### src/rtl/matrix_pkg.sv
// Shared constants, state type and slot helpers for the packed 5x5 matrix bus.
// Used by matrix_loader and the matrix arithmetic units.
package matrix_pkg;

  localparam int DIM_MAX = 5;
  localparam int ELEM_W  = 8;
  localparam int MAT_W   = DIM_MAX * DIM_MAX * ELEM_W;
  localparam int DIM_W   = 3;
  localparam int CNT_W   = 5;

  typedef enum logic [1:0] {
    ST_IDLE = 2'd0,
    ST_LOAD = 2'd1,
    ST_DONE = 2'd2
  } ml_state_e;

  function automatic int slot_off(input int i, input int j);
    return (i * DIM_MAX + j) * ELEM_W;
  endfunction

  function automatic logic dims_legal(input logic [DIM_W-1:0] d);
    return (d != '0) && (int'(d) <= DIM_MAX);
  endfunction

endpackage

### src/rtl/matrix_rc_counter.sv
// Row/column walker for a row-major element stream; col wraps at mat_n-1.
// last flags the element that completes an m x n load.
module matrix_rc_counter
  import matrix_pkg::*;
(
  input  logic             clk,
  input  logic             reset,
  input  logic             clr,
  input  logic             adv,
  input  logic [DIM_W-1:0] mat_m,
  input  logic [DIM_W-1:0] mat_n,
  output logic [DIM_W-1:0] row,
  output logic [DIM_W-1:0] col,
  output logic [CNT_W-1:0] count,
  output logic             last
);

  logic [CNT_W-1:0] total;

  // Legal dims are at most 5x5, so the product always fits in CNT_W bits.
  assign total = CNT_W'(mat_m) * CNT_W'(mat_n);
  assign last  = (count == total - CNT_W'(1));

  always_ff @(posedge clk or negedge reset) begin
    if (!reset) begin
      row   <= '0;
      col   <= '0;
      count <= '0;
    end else if (clr) begin
      row   <= '0;
      col   <= '0;
      count <= '0;
    end else if (adv) begin
      count <= count + CNT_W'(1);
      if (col == mat_n - DIM_W'(1)) begin
        col <= '0;
        row <= row + DIM_W'(1);
      end else begin
        col <= col + DIM_W'(1);
      end
    end
  end

endmodule

### src/rtl/matrix_loader.sv
// Packs an m x n row-major element stream into the 200-bit matrix bus.
// Optional inter-element watchdog enabled by MATRIX_LOADER_TIMEOUT_EN.
module matrix_loader
  import matrix_pkg::*;
#(
  parameter int TIMEOUT_CYCLES = 100_000_000
) (
  input  logic              clk,
  input  logic              reset,
  input  logic              start,
  input  logic [DIM_W-1:0]  dim_m,
  input  logic [DIM_W-1:0]  dim_n,
  input  logic              elem_valid,
  input  logic [ELEM_W-1:0] elem_data,
  output logic              elem_ready,
  output logic [MAT_W-1:0]  matrix,
  output logic [DIM_W-1:0]  mat_m,
  output logic [DIM_W-1:0]  mat_n,
  output logic [CNT_W-1:0]  elem_count,
  output logic              busy,
  output logic              done,
  output logic              load_error
);

  ml_state_e        state_q, state_d;
  logic [DIM_W-1:0] row, col;
  logic             last;
  logic             xfer, start_ok, start_bad, timeout;

  assign elem_ready = (state_q == ST_LOAD);
  assign busy       = (state_q == ST_LOAD);
  assign done       = (state_q == ST_DONE);
  assign xfer       = elem_valid && elem_ready;
  assign start_ok   = start && (state_q != ST_LOAD) && dims_legal(dim_m) && dims_legal(dim_n);
  assign start_bad  = start && (state_q != ST_LOAD) && !(dims_legal(dim_m) && dims_legal(dim_n));

`ifdef MATRIX_LOADER_TIMEOUT_EN
  localparam logic [26:0] TO_LAST = 27'(TIMEOUT_CYCLES - 1);
  logic [26:0] idle_cnt;

  always_ff @(posedge clk or negedge reset) begin
    if (!reset)                          idle_cnt <= '0;
    else if (state_q != ST_LOAD || xfer) idle_cnt <= '0;
    else                                 idle_cnt <= idle_cnt + 27'd1;
  end

  assign timeout = (state_q == ST_LOAD) && !xfer && (idle_cnt == TO_LAST);
`else
  // No watchdog: constant-false for any sane TIMEOUT_CYCLES.
  assign timeout = (TIMEOUT_CYCLES < 0);
`endif

  matrix_rc_counter u_rc (
    .clk   (clk),
    .reset (reset),
    .clr   (start_ok || timeout),
    .adv   (xfer),
    .mat_m (mat_m),
    .mat_n (mat_n),
    .row   (row),
    .col   (col),
    .count (elem_count),
    .last  (last)
  );

  always_ff @(posedge clk or negedge reset) begin
    if (!reset) state_q <= ST_IDLE;
    else        state_q <= state_d;
  end

  always_comb begin
    state_d = state_q;
    unique case (state_q)
      ST_IDLE, ST_DONE: if (start_ok) state_d = ST_LOAD;
      ST_LOAD: begin
        if (timeout)          state_d = ST_IDLE;
        else if (xfer && last) state_d = ST_DONE;
      end
      default: state_d = ST_IDLE;
    endcase
  end

  always_ff @(posedge clk or negedge reset) begin
    if (!reset) begin
      matrix     <= '0;
      mat_m      <= '0;
      mat_n      <= '0;
      load_error <= 1'b0;
    end else begin
      load_error <= start_bad || timeout;
      if (start_ok) begin
        matrix <= '0;
        mat_m  <= dim_m;
        mat_n  <= dim_n;
      end else if (timeout) begin
        matrix <= '0;
      end else if (xfer) begin
        for (int i = 0; i < DIM_MAX; i++)
          for (int j = 0; j < DIM_MAX; j++)
            if (int'(row) == i && int'(col) == j)
              matrix[slot_off(i, j) +: ELEM_W] <= elem_data;
      end
    end
  end

endmodule

### config.mk
export PLATFORM = sky130hd
export DESIGN_NAME = matrix_loader
export DESIGN_NICKNAME = d
export VERILOG_FILES = /design/src/rtl/matrix_pkg.sv /design/src/rtl/matrix_rc_counter.sv /design/src/rtl/matrix_loader.sv
export SDC_FILE = /design/constraint.sdc
export NUM_CORES = 1
export LEC_CHECK = 0
export CORE_ASPECT_RATIO = 0.7
export CORE_MARGIN = 2
export CORE_UTILIZATION = 44
export DETAILED_ROUTE_END_ITERATION = 6
export MAX_ROUTING_LAYER = met4
export PLACE_DENSITY = 0.81
export SYNTH_ARGS = -nofsm -noshare
export SYNTH_HDL_FRONTEND = slang
export SYNTH_SLANG_ARGS = --single-unit
### constraint.sdc
create_clock -name clk -period 3.05 [get_ports clk]
set_input_delay 0.305 -clock clk [delete_from_list [all_inputs] [get_ports clk]]
set_output_delay 0.305 -clock clk [all_outputs]
set_load 0.02 [all_outputs]
Yosys cells after proc, flatten, opt, wreduce, memory -nomap -nowiden
Cells that the tools add are included.
Operators by class
  multiply operators: 1
  reductions and logical operators: 95
  $add $sub $neg: 5
  equal/unequal tests: 15
  multiplexer cells: 38
  $lt $le $gt $ge: 2
Operators with widths (number)
  2-to-1 mux 200 bit: 2
  2-to-1 mux 8 bit: 25
  AND reduction 2 bit: 27
  nonzero test 2 bit: 27
  logical AND 1 bit: 34
  == test 3 bit, second input constant: 6
  2-to-1 mux 3 bit: 6
  2-to-1 mux 5 bit: 2
  adder 3 x 1 -> 3 bit, second input constant: 2
  == test 3 x 2 -> 1 bit, second input constant: 2
  less-or-equal comparator 3 bit, second input constant: 2
  logical NOT 3 bit: 2
  nonzero test 3 bit: 2
  adder 5 x 1 -> 5 bit, second input constant: 1
  == test 5 bit: 1
  multiplier 3 x 3 -> 5 bit: 1
  subtractor 5 x 1 -> 5 bit, second input constant: 1
  2-to-1 mux 2 bit: 2
  inequality test 2 x 1 -> 1 bit, second input constant: 2
  one-hot mux 2 bit (2 select lines): 1
  == test 3 bit: 1
  subtractor 3 x 1 -> 3 bit, second input constant: 1
  == test 2 x 1 -> 1 bit, second input constant: 1
  == test 2 bit, second input constant: 1
  other kinds (4): 4
Word-level totals
  register bits: 220
  bits of input ports: 18
  output and inout bits: 215
  logic and storage cells: 188

Depth between registers and ports, before layout
  depth after elaboration: 6
  mapped depth: 10
  gate-level depth less buffers: 10

Modules after synthesis
From an unflattened synthesis, not the netlist that was laid out.
Second synthesis, totals
  cells, all modules: 816
  area total of the unflattened synthesis: 9748.1 um^2
By module, submodules not included
  matrix_loader: instances 1, sequential area each 5230.0 um^2, area an instance 8852.2 um^2, cells each 726
  matrix_rc_counter: instances 1, sequential area each 275.3 um^2, area an instance 895.9 um^2, cells each 90

Worst setup path after synthesis
OpenSTA, ideal clock, no wires.
  kind: register to register
  start: register mat_n[2]
  end: register state_q[0]
  buffers on the path: 0
  arrival time: 2.653 ns
  setup slack: 0.266 ns
  setup time: 0.132 ns
  data required time: 2.918 ns
  period minus slack after synthesis: 2.784 ns
  stages on the path, launching flop included: 11
  path through: dfrtp_1 nand2_1 ha_1 fa_1 inv_1 ha_1 a21o_1 a21oi_1 xnor3_1 nor4_2 a211oi_1
On the way
  longest elaborated chain between the ends: 6
RTL lines
  start, declared: RTL line matrix_loader.sv:18  | output logic [DIM_W-1:0] mat_n,
  start signal, assigned: RTL line matrix_loader.sv:94  | mat_n <= dim_n;
  multiplier 3 x 3 -> 5 bit: RTL line matrix_rc_counter.sv:21  | assign total = CNT_W'(mat_m) * CNT_W'(mat_n);
  subtractor 5 x 1 -> 5 bit: RTL line matrix_rc_counter.sv:22  | assign last = (count == total - CNT_W'(1));
  == test 5 bit: RTL line matrix_rc_counter.sv:22
  logical AND 1 bit: RTL line matrix_loader.sv:77  | else if (xfer && last) state_d = ST_DONE;
  inequality test 2 x 1 -> 1 bit (no source line)
  AND reduction 2 bit (no source line)
  end signal, assigned: RTL line matrix_loader.sv:68  | else state_q <= state_d;
  end, declared: RTL line matrix_loader.sv:25  | ml_state_e state_q, state_d;
No other way between the ends.
A chain may end at the register's enable or synchronous reset.

Worst setup path after layout
  start: register mat_n[1]
  end: register state_q[0]
Same word-level chain as after synthesis.

==> impl_metrics.csv <==
group,metric,value,unit
grt,grt_start_max_net_pins,93,
timing,time_the_final_worst_path_needs_with_i_o_delays_and_setup,2.86,ns
clocking,clock_root_buffer,"sky130_fd_sc_hd__clkbuf_16",
run_status,outcome,"completed",
clocking,post_cts_buffers,0,
worst_setup_path,timing.setup.critical_path_class,"flip-flop to flip-flop",
timing,max_slew_margin,52.1,%
synthesis,syn-num-nets,947,
die,die_area,0.0238,mm^2
grt,grt_overflow,0,
drt,drt.antenna.violating_nets,0,
worst_setup_path,worstSetupEndpointType,"flip-flop",
pwr,pwr_density_cell,992,mW/mm^2
die,die_h,130,um
timing,final-setup-viol-count,0,
clocking,cts_htree_levels,1,
synthesis,mapped_avg_cell_area,10.9,um^2
timing,timing.clock.skew,0.0168,ns
cells_and_area,flow.area_growth_from_synthesis,32.8,%
clocking,clk_pin_slew,0.06,ns
clocking,hold_buffers,1,
pwr,vdd_ir_drop_max,0.483,mV
worst_setup_path,cp_arrival,3.23,ns
clocking,cts_buffers,22,
synthesis,ys.warnings.count,0,
timing,drv_slew,0,
synthesis,post_synth_main_area_contributors,"sky130_fd_sc_hd__dfrtp_1, sky130_fd_sc_hd__mux2i_1, sky130_fd_sc_hd__nor2_1",
clocking,cts_tree,"built",
drt,drt_first_iter_violations,573,
drt,avgRoutedWirePerCell,19.7,um
timing,layout_worst_path_cycle_share,93.9,%
placed_design,numPlacedInstances,1374,
worst_setup_path,crit_path_top_delay_cell,"sky130_fd_sc_hd__fa_1",
die,core_area,0.0219,mm^2
drt,drt_pass1_iterations,5,
synthesis,edff_count_synth,0,
timing,upper_clock_frequency_limit,349,MHz
worst_setup_path,wp_data_required,3.42,ns
drt,avg_vias_per_cell,5.31,
synthesis,synth.distinct_cells,46,
grt,number_of_antenna_violations_at_the_first_check_in_global_routing,0,
die,number_of_cell_rows,45,
worst_setup_path,worstPathCellList,"nand2_1 -> ha_1 -> fa_1 -> inv_1 -> ha_1 -> a21o_1 -> a21oi_1 -> xnor3_1 -> nor4_2 -> a211oi_1",
timing,finalSetupTns,0,ns
synthesis,yosys_most_used_dff,"sky130_fd_sc_hd__dfrtp_1",
die,pin_count,233,
placed_design,dp_hpwl,18000,um
placed_design,gp_congestion,0.856,
worst_setup_path,cpMostUsedCell,"sky130_fd_sc_hd__ha_1",
timing,timing_worst_slew_pin_value,0.718,ns
clocking,clock_insertion_delay_worst_skew,0.51,ns
timing,report.final.hold_viol_count,0,
cells_and_area,layout-drive-gt1-share,6.90,%
drt,detailroute.via_count,7510,
synthesis,ys_seq_area_share,55.5,%
synthesis,post-synth-top-area-cell,"sky130_fd_sc_hd__dfrtp_1",
pwr,leakage,6.16,nW
min_path,min-delay-path-class,"primary input to async pin",
clocking,tritoncts_num_sinks,220,
placed_design,place.port_buffers,232,
run,max-cap-violations,0,
synthesis,synth_async_sr_flop_share,100,%
synthesis,yosys_register_bits,220,
die,floorplan.die.width,183,um
clocking,cts_resized,0,
drt,drt_wl_total,27900,um
synthesis,synth_cells,908,
grt,globalRouteTotalUtil,23.9,%
grt,grt_first_pass_wirelength,42900,um
cells_and_area,fin_util,60.2,%
clocking,cts-root-to-sink-buffers,3,
cells_and_area,fin_cells,1413,
cells_and_area,antenna-diode-count,0,
timing,grt_setup_unrepaired,"false",
synthesis,synthesis.area,0.00992,mm^2
worst_setup_path,worst_setup_sp_type,"flip-flop",
grt,via_count_of_the_first_global_routing_pass,7436,
worst_setup_path,timing.critical_path.fanout_max,5,
cells_and_area,layout.nets,1156,
worst_setup_path,critPathMaxStageDelay,0.58,ns
timing,holdWs,0.425,ns
drt,drc_errors,0,
die,initial_core_util,45.3,%
synthesis,post-synth-top-area-fraction,55.5,%
==> worst paths after layout <==
kind                       slack, ns         from  cells after the start     endpoint
max                             0.19     mat_n[1]                     10   state_q[0]
min                             0.42        reset                      2     mat_m[2]
max reg2reg                     0.19     mat_n[1]                     10   state_q[0]
min reg2reg                     0.52  matrix[180]                      2  matrix[180]
max in group asynchronous       1.79        reset                      3  matrix[185]
min in group clk                0.48     dim_n[0]                      3     mat_n[0]
==> power by group <==
part	internal (W)	total [W]	switching (W)	leakage, nW
Combinational	0.00262	0.00582	0.00320	2.81
Sequential	0.00383	0.00450	0.000666	2.99
Clock	0.00163	0.00276	0.00112	0.356
==> critical path: cells and delay by family (launching register included) <==
family / cells / cell delay [ns]
fa+ha+maj: 3 / 1.15
simple gates: 2 / 0.42
xor+xnor: 1 / 0.26
compound gates: 3 / 0.42
buf+inv: 1 / 0.06
flops: 1 / 0.41
==> registers in the layout, summed over array words and instances, names as in the netlist <==
name and count:
mat_m 3, u_rc.count 5, load_error 1, matrix 200, u_rc.col 3, state_q 2
u_rc.row 3, mat_n 3
==> cell usage in the layout (no fill, tap or decap), types with 14 or more instances in the layout <==
| cell | n |
|---|---|
| sky130_fd_sc_hd__inv_1 | 14 |
| sky130_fd_sc_hd__dfrtp_1 | 220 |
| sky130_fd_sc_hd__clkdlybuf4s50_1 | 231 |
| sky130_fd_sc_hd__clkbuf_16 | 22 |
| sky130_fd_sc_hd__a21oi_1 | 69 |
| sky130_fd_sc_hd__mux2i_1 | 137 |
| sky130_fd_sc_hd__buf_4 | 18 |
| sky130_fd_sc_hd__nand2_1 | 91 |
| sky130_fd_sc_hd__nand3_1 | 65 |
| sky130_fd_sc_hd__ha_1 | 19 |
| sky130_fd_sc_hd__nor2_1 | 147 |
==> cell families (layout without fill, tap and decap cells) <==
kind of cell             count (synthesis)  in the layout  share of synthesized area (%)
AO/OA/AOI/OAI                           78             78                           4.16
buffers and inverters                   86            309                           4.74
AND/OR/NAND/NOR                        346            346                           16.8
adder cells (fa/ha/maj)                 21             21                           2.80
multiplexers                           141            141                           14.3
flip-flops                             220            220                           55.5
XOR/XNOR                                16             16                           1.70
==> layout make-up <==
| class | count | area [um^2] |
|---|---|---|
| Clock inverter | 9 | 134 |
| Sequential cell | 220 | 5510 |
| Multi-Input combinational cell | 602 | 3950 |
| Tap cell | 282 | 353 |
| Fill cell | 1772 | 8720 |
| Timing Repair Buffer | 257 | 2590 |
| Clock buffer | 29 | 597 |
| Inverter | 14 | 52.6 |
==> metrics by stage <==
stage | power [W] | area, um^2 | setup slack [ns]
after CTS | 0.0132 | 13200 | 0.181
after detailed placement | 0.0104 | 12400 | 0.201
after global routing | 0.0138 | 13200 | 0.0559
after global placement | 0.0102 | 12400 | 0.253
after floorplan | 0.00776 | 9920 | 0.266
final | 0.0131 | 13200 | 0.187
==> layer usage <==
| metal | vias up | wire [um] | track usage [%] |
|---|---|---|---|
| met3 | 34 | 2810 | 7.87 |
| li1 | 3444 | - | - |
| met5 | - | 0 | - |
| met4 | 0 | 425 | 4.61 |
| met2 | 306 | 11900 | 34.7 |
| met1 | 3726 | 12700 | 33.1 |
==> synth_stat cells, types with 2 or more instances <==
| library cell | count |
|---|---|
| sky130_fd_sc_hd__a21oi_1 | 69 |
| sky130_fd_sc_hd__and2_1 | 8 |
| sky130_fd_sc_hd__buf_1 | 8 |
| sky130_fd_sc_hd__buf_2 | 16 |
| sky130_fd_sc_hd__buf_4 | 14 |
| sky130_fd_sc_hd__buf_6 | 10 |
| sky130_fd_sc_hd__clkbuf_1 | 24 |
| sky130_fd_sc_hd__dfrtp_1 | 220 |
| sky130_fd_sc_hd__fa_1 | 2 |
| sky130_fd_sc_hd__ha_1 | 19 |
| sky130_fd_sc_hd__inv_1 | 14 |
| sky130_fd_sc_hd__mux2_1 | 3 |
| sky130_fd_sc_hd__mux2i_1 | 137 |
| sky130_fd_sc_hd__nand2_1 | 91 |
| sky130_fd_sc_hd__nand3_1 | 65 |
| sky130_fd_sc_hd__nand3_2 | 3 |
| sky130_fd_sc_hd__nand3_4 | 2 |
| sky130_fd_sc_hd__nand4_1 | 4 |
| sky130_fd_sc_hd__nor2_1 | 147 |
| sky130_fd_sc_hd__nor2_8 | 8 |
| sky130_fd_sc_hd__nor2b_1 | 5 |
| sky130_fd_sc_hd__o21ai_0 | 2 |
| sky130_fd_sc_hd__or3_1 | 2 |
| sky130_fd_sc_hd__xnor2_1 | 8 |
| sky130_fd_sc_hd__xor2_1 | 6 |
(Power assumes the default switching activity.)
